[config.mk]
export PLATFORM = sky130hd
export DESIGN_NAME = output_argmax
export DESIGN_NICKNAME = d
export VERILOG_FILES = /design/src/rtl/output_argmax.sv
export SDC_FILE = /design/constraint.sdc
export NUM_CORES = 1
export LEC_CHECK = 0
export CORE_MARGIN = 3
export CORE_UTILIZATION = 45
export DETAILED_ROUTE_END_ITERATION = 8
export PLACE_DENSITY_LB_ADDON = 0.12
export SYNTH_ARGS = -nofsm -noshare
export SYNTH_HDL_FRONTEND = slang
export SYNTH_SLANG_ARGS = --single-unit
[constraint.sdc]
create_clock -name clk -period 1.94 [get_ports clk]
set_input_delay 0.194 -clock clk [delete_from_list [all_inputs] [get_ports clk]]
set_output_delay 0.194 -clock clk [all_outputs]
set_load 0.005 [all_outputs]
[src/rtl/output_argmax.sv]
// rtl/output_argmax.sv - streams NUM_CLASSES signed scores and reports the index and value of the largest
module output_argmax #(
  parameter int NUM_CLASSES = 10,
  parameter int DATA_W      = 16,
  parameter int IDX_W       = 4
) (
  input  logic              clk,
  input  logic              rst,
  input  logic              start,
  input  logic              in_valid,
  input  logic [DATA_W-1:0] in_data,
  output logic              busy,
  output logic              done,
  output logic [IDX_W-1:0]  class_idx,
  output logic [DATA_W-1:0] max_score
);

  typedef enum logic [1:0] {
    IDLE    = 2'd0,
    COLLECT = 2'd1,
    DONE    = 2'd2
  } state_t;

  localparam logic [IDX_W-1:0]  LAST_IDX  = IDX_W'(NUM_CLASSES - 1);
  localparam logic [DATA_W-1:0] MOST_NEG  = {1'b1, {(DATA_W-1){1'b0}}};

  state_t           state;
  state_t           state_n;
  logic [IDX_W-1:0] cnt;
  logic             take;
  logic             last;
  logic             better;

  // The first sample always wins so a score equal to MOST_NEG still lands at index 0.
  assign better = (cnt == '0) || ($signed(in_data) > $signed(max_score));
  assign last   = (cnt == LAST_IDX);

  always_comb begin
    state_n = state;
    take    = 1'b0;
    case (state)
      IDLE: begin
        if (start) state_n = COLLECT;
      end
      COLLECT: begin
        if (in_valid) begin
          take = 1'b1;
          if (last) state_n = DONE;
        end
      end
      DONE: begin
        state_n = IDLE;
      end
      default: begin
        state_n = IDLE;
      end
    endcase
  end

  always_ff @(posedge clk) begin
    if (rst) begin
      state     <= IDLE;
      busy      <= 1'b0;
      done      <= 1'b0;
      cnt       <= '0;
      class_idx <= '0;
      max_score <= '0;
    end else begin
      state <= state_n;
      busy  <= (state_n == COLLECT);
      done  <= (state_n == DONE);
      if (state == IDLE && start) begin
        cnt       <= '0;
        class_idx <= '0;
        max_score <= MOST_NEG;
      end
      if (take) begin
        // Hold the counter on the final sample so it never wraps inside COLLECT.
        if (!last) cnt <= cnt + 1'b1;
        if (better) begin
          class_idx <= cnt;
          max_score <= in_data;
        end
      end
    end
  end

endmodule

# After elaboration in Yosys (flattened, before gate mapping)
# Index checks and enable logic that the tools add are counted.
dict set report classes {
  add_sub_neg 1
  n_lt_le_gt_ge 1
  n_eq_ne 4
  muxes 15
  reduce_logical 4
}
# operator n
set op_table {}
lappend op_table {{two-way mux 16 bit} 3}
lappend op_table {{two-way mux 4 bit} 6}
lappend op_table {{greater-than comparator 16 bit} 1}
lappend op_table {{two-way mux 2 bit} 3}
lappend op_table {{adder 4 x 1 -> 4 bit, second input constant} 1}
lappend op_table {{equality test 2 x 1 -> 1 bit, second input constant} 2}
lappend op_table {{equality test 4 bit, second input constant} 1}
lappend op_table {{zero test 4 bit} 1}
lappend op_table {{one-hot mux 2 bit (2 select lines)} 1}
lappend op_table {{equality test 2 bit, second input constant} 1}
lappend op_table {{zero test 2 bit} 1}
lappend op_table {{two-way mux 1 bit} 2}
lappend op_table {{logical AND 1 bit} 1}
lappend op_table {{logical OR 1 bit} 1}
dict set report totals {
  regBits 28
  inputBits 20
  out_inout_bits 22
  elab_cells 31
}

# Logic depth before layout (Yosys ltp)
# Gate-level depths: netlist of the first run.
dict set report depth {
  depth_word 5
  ltp_mapped 10
  ltp_nobuf 8
}

# Least setup slack after synthesis of the first run
# No wires, ideal clock.
dict set report synth_path {
  kind {register to register}
  start {reg max_score[5]}
  end {reg class_idx[1]}
  setup_time_ps 96
  t_arrival_ps 2066
  required_time_ps 1844
  setup_slack_ps -222
  stages_incl_launch_ff 10
  n_path_buf 1
  synth_period_minus_slack_ps 2162
  cell_sequence {dfxtp_1 inv_1 ha_1 a21oi_1 o21ai_0 a21o_1 o41ai_2 nor2_4 buf_6 o41ai_2}
}
dict set report synth_between {
  elab_chain_len 4
}
# element line_no
set synth_lines {}
lappend synth_lines {{start, declared} 15} ;# output logic [DATA_W-1:0] max_score
lappend synth_lines {{start signal, assigned} 82} ;# max_score <= in_data;
lappend synth_lines {{greater-than comparator 16 bit} 35} ;# assign better = (cnt == '0) || ($signed(in_data) > $signed(max_score));
lappend synth_lines {{logical OR 1 bit} 35}
lappend synth_lines {{two-way mux 4 bit} 80} ;# if (better) begin
lappend synth_lines {{two-way mux 4 bit} 77} ;# if (take) begin
lappend synth_lines {{end signal, assigned} 81} ;# class_idx <= cnt;
lappend synth_lines {{end, declared} 14} ;# output logic [IDX_W-1:0] class_idx,
# No other way between the ends.
# A chain may end at the register's enable or synchronous reset.

# Worst setup path after layout of the first run
dict set report layout_path {
  start {in in_data[12]}
  end {reg max_score[12]}
}
dict set report layout_between {
  elab_chain_len 4
}
# element line_no
set layout_lines {}
lappend layout_lines {{start, declared} 11} ;# input logic [DATA_W-1:0] in_data,
lappend layout_lines {{greater-than comparator 16 bit} 35}
lappend layout_lines {{logical OR 1 bit} 35}
lappend layout_lines {{two-way mux 16 bit (*)} 80}
lappend layout_lines {{two-way mux 16 bit (*)} 77}
# Every way passes the cells marked *; elsewhere a longest branch is shown, timed or not.

==> metrics.md, run 1 <==
| Metric | Value |
|---|---|
| Most instantiated cells after synthesis | `dfxtp_1 (28), inv_1 (24), ha_1 (19), nand4b_1 (16)` |
| Combinational share of power | `0.290` |
| Via count | `1918` |
| Initial core utilization | `0.474` |
| Worst-margin pin slew | `0.481 ns` |
| Initial antenna violation count | `0` |
| Hold WC Path Type | `input port to flip-flop` |
| IO Count | `42` |
| Setup WS pre-CTS | `-0.877 ns` |
| Net Sw Power | `about 440 µW` |
| Reg area | `577 µm²` |
| Finished Cell Area | `3040 µm²` |
| Row count | `22` |
| Fin nets | `313` |
| Count of final setup violators | `20` |
| Routed WL | `approximately 6400 µm` |
| Synth area leader | `dfxtp_1` |
| Crit start category | `input port` |
| Kind of critical path | `input port to flip-flop` |
| H-tree depth | `1` |
| Wire per inst | `between 20 and 25 µm` |
| Die X | `68.3 µm` |
| Diode count | `0` |
| Fillcell total | `206` |
| Yosys cell types | `35` |
| Final worst path period need | `2.46 ns` |
| Layout cells sized above 1 | `0.487` |
| Top cells by area, synth | `dfxtp_1 (32%), ha_1 (14%), o41ai_2 (10%)` |
| Max Clock Freq | `~410 MHz` |
| Yosys top cell area share | `0.321` |
| CTS buffer count | `3` |
| Multi-input gate area | `1350 µm²` |
| Switching Share | `0.284` |
| Clk slew on worst S/H paths | `~0.10 ns` |
| Syn avg cell area | `between 9 and 10 µm²` |
| Clock Power Share | `0.316` |
| Crit end category | `flip-flop` |
| Yosys Warn Count | `0` |
| Async set or reset register ratio after synthesis | `0` |
| PortBufs | `41` |
| Worst endpoint required time | `2.12 ns` |
| VDD IR max | `440 µV` |
| Failing checks | `negative setup slack` |
| Fin. Hold Viols | `0` |
| Gr ovfl total | `0` |
| Core area | `3690 µm²` |
| Crit path max fanout | `5` |
| Final setup margin | `-0.523 ns` |
| Layout overhead on the synthesized area | `73.9%` |
| Clock insertion delay at the later pin of the skew report | `0.29 ns` |
| Internal | `1100 µW` |
| Detailed Place HPWL | `3530 µm` |
| Initial DRC Count | `116` |
| Via-to-Cell Ratio | `approximately 6.0` |
| Clk_skew | `about 0.0081 ns` |
| Drt pass-1 iters | `6` |
| Reg power frac | `0.395` |
| Normalized max-slew margin | `0.678` |
| Pin count of the biggest net entering global routing | `26` |
| Setup TNS | `-9.38 ns` |
| Routability cong. | `~0.8` |
| Status | `complete, but fails checks` |
| Sink Count | `28` |
| Leak | `0.00122 µW` |
| PwrDens | `505 nW/µm²` |
| First-pass GRT wire length | `around 9200 µm` |
| MaxCap Viol Count | `0` |
| CTS tree | `yes` |
| Syn Nets | `223` |
| Cell Area, Placed | `2620 µm²` |
| CTS Buffer Depth | `2` |
| Clock root buffer | `clkbuf_8` |
| Number of flops mapped to enable cells by yosys | `0` |
| Vias in the first global route | `1895` |
| Post-synthesis sequential area ratio | `0.321` |
| Synth Flop Type | `dfxtp_1` |
| RSZ-0062 raised after global routing | `yes` |
| Mapped Cells | `184` |
| Final count of pins violating max slew | `0` |
| Count leader, synth | `dfxtp_1` |
| Synthesized area | `1750 µm²` |
| Crit path arrival time | `approximately 2.6 ns` |
| Antenna-violating nets left | `0` |
| Overall routing resource usage | `0.267` |
| Drt drc | `0` |
| Die H | `68.3 µm` |
| Fin crit share | `1.27` |
| Power consumption | `1530 µW` |
| Yosys reg bits | `28` |
| Die ar. | `4660 µm²` |
-- critical path, stage by stage --
cell	delay, ns
clkdlybuf4s50_1	0.47
ha_4	0.32
nand4_4	0.14
nor4_4	0.33
a21boi_4	0.27
buf_6	0.14
o31a_4	0.17
nor2_4	0.07
buf_12	0.17
o41ai_2	0.36
-- power groups by stage --
| stage | Combinational, µW | Sequential [µW] | Clock [µW] |
|---|---|---|---|
| floorplan | 174 | 618 | 0 |
| global placement | 327 | 616 | 0 |
| detailed placement | 340 | 616 | 0 |
| CTS | 386 | 604 | 484 |
| global route | 473 | 607 | 507 |
| finish | 444 | 605 | 484 |
-- flip-flops by register name, indices dropped and copies added (netlist names) --
name and flops:
max_score 16, busy 1, done 1, cnt 4, state 2, class_idx 4
-- per-layer routing --
layer | vias to the layer above | GRT usage | wire length, µm
met2 | 84 | 0.507 | 3400
met3 | 27 | 0.0394 | 354
li1 | 869 | - | -
met1 | 938 | 0.293 | 2440
met4 | 0 | 0.107 | 244
met5 | - | 0 | 0
-- final timing paths --
| check | end | start | slack, ns | depth (start not counted) |
|---|---|---|---|---|
| worst max-delay path | max_score[12]$_SDFF_PP0_ | in_data[12] | -0.52 | 10 |
| worst min register to register | class_idx[1]$_SDFF_PP0_ | class_idx[1]$_SDFF_PP0_ | 0.49 | 2 |
| worst max register to register | max_score[12]$_SDFF_PP0_ | max_score[6]$_SDFF_PP0_ | -0.52 | 11 |
| worst min-delay path | max_score[10]$_SDFF_PP0_ | in_data[10] | 0.38 | 3 |
-- logic make-up after synthesis --
family	Yosys count	synth area share
XOR/XNOR	1	0.00502
flip-flops	28	0.321
buffers and inverters	35	0.0817
AND/OR/NAND/NOR	60	0.223
adder cells (fa/ha/maj)	19	0.136
AO/OA/AOI/OAI	41	0.233
-- per-stage QoR --
step                      std cells   util  hold slack (ns)
after floorplan                 184      -            0.362
after global placement          299  0.709            0.462
after detailed placement        299  0.709            0.473
after CTS                       314  0.794            0.377
after global routing            321  0.823            0.393
final                           321  0.823            0.380
-- what timing repair did --
item / CTS / global route
endpoints found under the setup margin: 20 / 20
pin swaps: 15 / 22
gates cloned: 1 / 1
hold buffers: 0 / 0
gates resized for setup: 38 / 5
endpoints found under the hold margin: 0 / 0
setup buffers: 10 / 6
-- cell type report --
cell class	instances	area share
clock buffers	3	0.0136
clock inverters	1	0.00989
inverters	24	0.0297
multi-input cells	121	0.443
flip-flops and latches	28	0.190
well taps	48	0.0198
repair buffers	96	0.294
-- cell usage in the layout (no fill, tap or decap), types with 5 or more instances in the layout --
master,count
a21oi_1,7
buf_4,46
buf_6,5
clkdlybuf4s50_1,31
dfxtp_1,15
dfxtp_2,13
dlygate4sd2_1,10
ha_1,8
ha_4,11
inv_1,14
inv_2,10
nand2_1,10
nand3_1,5
nand4b_1,16
nor2_1,7
nor3_1,5
o41ai_2,18
No activity file was read; power rests on OpenSTA's default activity.
==> run 2: changes to the inputs <==
CORE_UTILIZATION = 55   (was 45)
DONT_BUFFER_PORTS = 1   (was unset)
==> run 2 against run 1 <==
Net effect:
- the run still ends with negative setup slack left
- worst hold slack got worse by 0.37 ns
- die area fell by 17%
- clock power fell by 38%
- sequential power barely moved
- non-clock buffer count fell by 38
- clock skew fell by 0.0066 ns
- sequential share of layout area rose by 3.2 points
- largest power group unchanged
==> metrics.md, run 2 (synthesized netlist as in run 1, its figures left out) <==
| Metric | Value |
|---|---|
| Status | `complete, but fails checks (unchanged)` |
| Failing checks | `negative setup slack (unchanged)` |
| M1 GR Usage | `0.298 (was 0.293)` |
| Hold WC Path Type | `input port to flip-flop (unchanged)` |
| IO Count | `42 (unchanged)` |
| Setup TNS | `-9.64 ns (was -9.38 ns)` |
| Max Clock Freq | `405 MHz (was 406 MHz)` |
| Final worst path period need | `2.47 ns (was 2.46 ns)` |
| Commonest cells after routing, fill and taps aside | `buf_4 (52), nand4b_1 (16), o41ai_2 (16) (was buf_4 (46), clkdlybuf4s50_1 (31), o41ai_2 (18))` |
| Max FFs per register | `16 (unchanged)` |
| MaxCap Viol Count | `0 (unchanged)` |
| PwrDens | `487 nW/µm² (was 505 nW/µm²)` |
| RSZ-0062 raised after global routing | `yes (unchanged)` |
| VDD IR max | `510 µV (was 440 µV)` |
| Setup WS pre-CTS | `-0.587 ns (was -0.877 ns)` |
| Clock Power Share | `0.238 (was 0.316)` |
| Biggest regs | `max_score x16, class_idx x4, cnt x4 (unchanged)` |
| Diode count | `0 (unchanged)` |
| Sink Count | `28 (unchanged)` |
| GR Util met2 | `0.526 (was 0.507)` |
| Clock insertion delay at the later pin of the skew report | `0.34 ns (was 0.29 ns)` |
| Leak | `0.00106 µW (was 0.00122 µW)` |
| Routability cong. | `0.790 (was 0.781)` |
| Crit end category | `flip-flop (unchanged)` |
| Die X | `62.4 µm (was 68.3 µm)` |
| Core area | `2900 µm² (was 3690 µm²)` |
| H-tree depth | `1 (unchanged)` |
| Most flop-heavy register | `max_score (unchanged)` |
| CTS buffer count | `3 (unchanged)` |
| Wire per inst | `22.3 µm (was 20.0 µm)` |
| Layout cells sized above 1 | `0.562 (was 0.487)` |
| Die H | `62.4 µm (was 68.3 µm)` |
| Normalized max-slew margin | `0.687 (was 0.678)` |
| Die ar. | `3890 µm² (was 4660 µm²)` |
| Combinational share of power | `0.284 (was 0.290)` |
| Reg area | `579 µm² (was 577 µm²)` |
| Worst endpoint required time | `2.19 ns (was 2.12 ns)` |
| Initial antenna violation count | `0 (unchanged)` |
| Final setup margin | `-0.532 ns (was -0.523 ns)` |
| Crit path max fanout | `6 (was 5)` |
| Multi-input gate area | `1340 µm² (was 1350 µm²)` |
| Count of final setup violators | `20 (unchanged)` |
| Worst-margin pin slew | `0.468 ns (was 0.481 ns)` |
| Via-to-Cell Ratio | `6.45 (was 5.98)` |
| Drt pass-1 iters | `4 (was 6)` |
| Layout overhead on the synthesized area | `49.1% (was 73.9%)` |
| Clk slew on worst S/H paths | `0.16 ns (was 0.10 ns)` |
| PortBufs | `0 (was 41)` |
| Fin. Hold Viols | `0 (unchanged)` |
| Initial DRC Count | `102 (was 116)` |
| Fillcell total | `128 (was 206)` |
| Kind of critical path | `flip-flop to flip-flop (was input port to flip-flop)` |
| CTS Buffer Depth | `2 (unchanged)` |
| Crit start category | `flip-flop (was input port)` |
| Most used routing layer | `met2 (unchanged)` |
| Antenna-violating nets left | `0 (unchanged)` |
| Internal | `882 µW (was 1100 µW)` |
| Initial core utilization | `0.602 (was 0.474)` |
| Row count | `19 (was 22)` |
| Net Sw Power | `385 µW (was 435 µW)` |
| Fin nets | `275 (was 313)` |
| Fin crit share | `1.27 (about the same)` |
| Switching Share | `0.304 (was 0.284)` |
| Routed WL | `6190 µm (was 6430 µm)` |
| Met3 usage | `0.0505 (was 0.0394)` |
| Vias in the first global route | `1837 (was 1895)` |
| Clock root buffer | `clkbuf_4 (was clkbuf_8)` |
| CTS tree | `yes (unchanged)` |
| Reg2Reg Setup Slack | `-0.53 ns (was -0.52 ns)` |
| Via count | `1786 (was 1918)` |
| Clk_skew | `0.00148 ns (was 0.00806 ns)` |
| Detailed Place HPWL | `3310 µm (was 3530 µm)` |
| Most common cell after layout, fill and taps aside | `buf_4 (unchanged)` |
| Reg power frac | `0.478 (was 0.395)` |
| Gr ovfl total | `0 (unchanged)` |
| First-pass GRT wire length | `8710 µm (was 9240 µm)` |
| Drt drc | `0 (unchanged)` |
| Pin count of the biggest net entering global routing | `29 (was 26)` |
| Crit path arrival time | `2.72 ns (was 2.64 ns)` |
| Overall routing resource usage | `0.279 (was 0.267)` |
| Final count of pins violating max slew | `0 (unchanged)` |
-- run 2: changes by cell type in the layout (fill, tap and decap cells not counted), moves of 2 or more --
| cell | change |
|---|---|
| o41ai_2 | -2 |
| clkbuf_8 | -2 |
| buf_6 | -4 |
| or4_1 | +2 |
| inv_2 | -2 |
| clkdlybuf4s50_1 | -31 |
| o41ai_4 | +2 |
| clkbuf_4 | +3 |
| buf_4 | +6 |
| or4_4 | -2 |
| dlygate4sd2_1 | -10 |
-- run 2: area by class of cell --
type / count / area share
Inverter: 24 / 0.0355
Multi-Input combinational cell: 121 / 0.514
Tap cell: 42 / 0.0202
Clock buffer: 4 / 0.0139
Timing Repair Buffer: 58 / 0.194
Sequential cell: 28 / 0.222
-- run 2: worst paths after layout --
path                              end                      from  cells after the start
max           max_score[6]$_SDFF_PP0_   max_score[3]$_SDFF_PP0_                     10
max reg2reg   max_score[6]$_SDFF_PP0_   max_score[3]$_SDFF_PP0_                     10
min           max_score[5]$_SDFF_PP0_                in_data[5]                      2
min reg2reg  max_score[10]$_SDFF_PP0_  max_score[10]$_SDFF_PP0_                      2
-- run 2: timing repair --
item                                   4_1_cts  5_1_grt
endpoints found under the hold margin       28        0
cloned                                       1        0
pin swaps                                   15        7
setup endpoints to repair                   20       20
hold buffers                                 1        0
resized for setup                           17       12
buffers inserted                             8        6
-- run 2: through the flow --
| stage | total power, µW | cell area [µm²] | utilization | instances | hold WS [ns] |
|---|---|---|---|---|---|
| after CTS | 1220 | 2510 | 0.866 | 272 | 0.00278 |
| after detailed placement | 874 | 2240 | 0.773 | 258 | 0.269 |
| final | 1270 | 2610 | 0.898 | 277 | 0.0106 |
| after global placement | 858 | 2240 | 0.773 | 258 | 0.264 |
| after global routing | 1310 | 2610 | 0.898 | 277 | 0.0211 |
| after floorplan | 792 | 1930 | - | 184 | 0.362 |
-- run 2: per-layer routing --
metal	part of all wire	wire length, µm
met1	0.37	2320
met2	0.52	3250
met3	0.065	401
met4	0.035	219
met5	0	0
-- run 2: critical path, cell delays in order, from the launching register on --
cell and delay, ns:
dfxtp_2 0.36, inv_1 0.05, ha_1 0.34, nand2_1 0.13, o21bai_2 0.16, a21boi_4 0.09
buf_6 0.14, o41ai_4 0.47, nor2_4 0.15, buf_16 0.17, o41ai_2 0.32
-- run 2: power groups by stage --
stage	Clock, µW	Sequential (µW)	Combinational (µW)
after global placement	0	616	242
after detailed placement	0	617	257
after floorplan	0	618	174
final	302	606	360
after global routing	322	608	383
after CTS	302	605	312
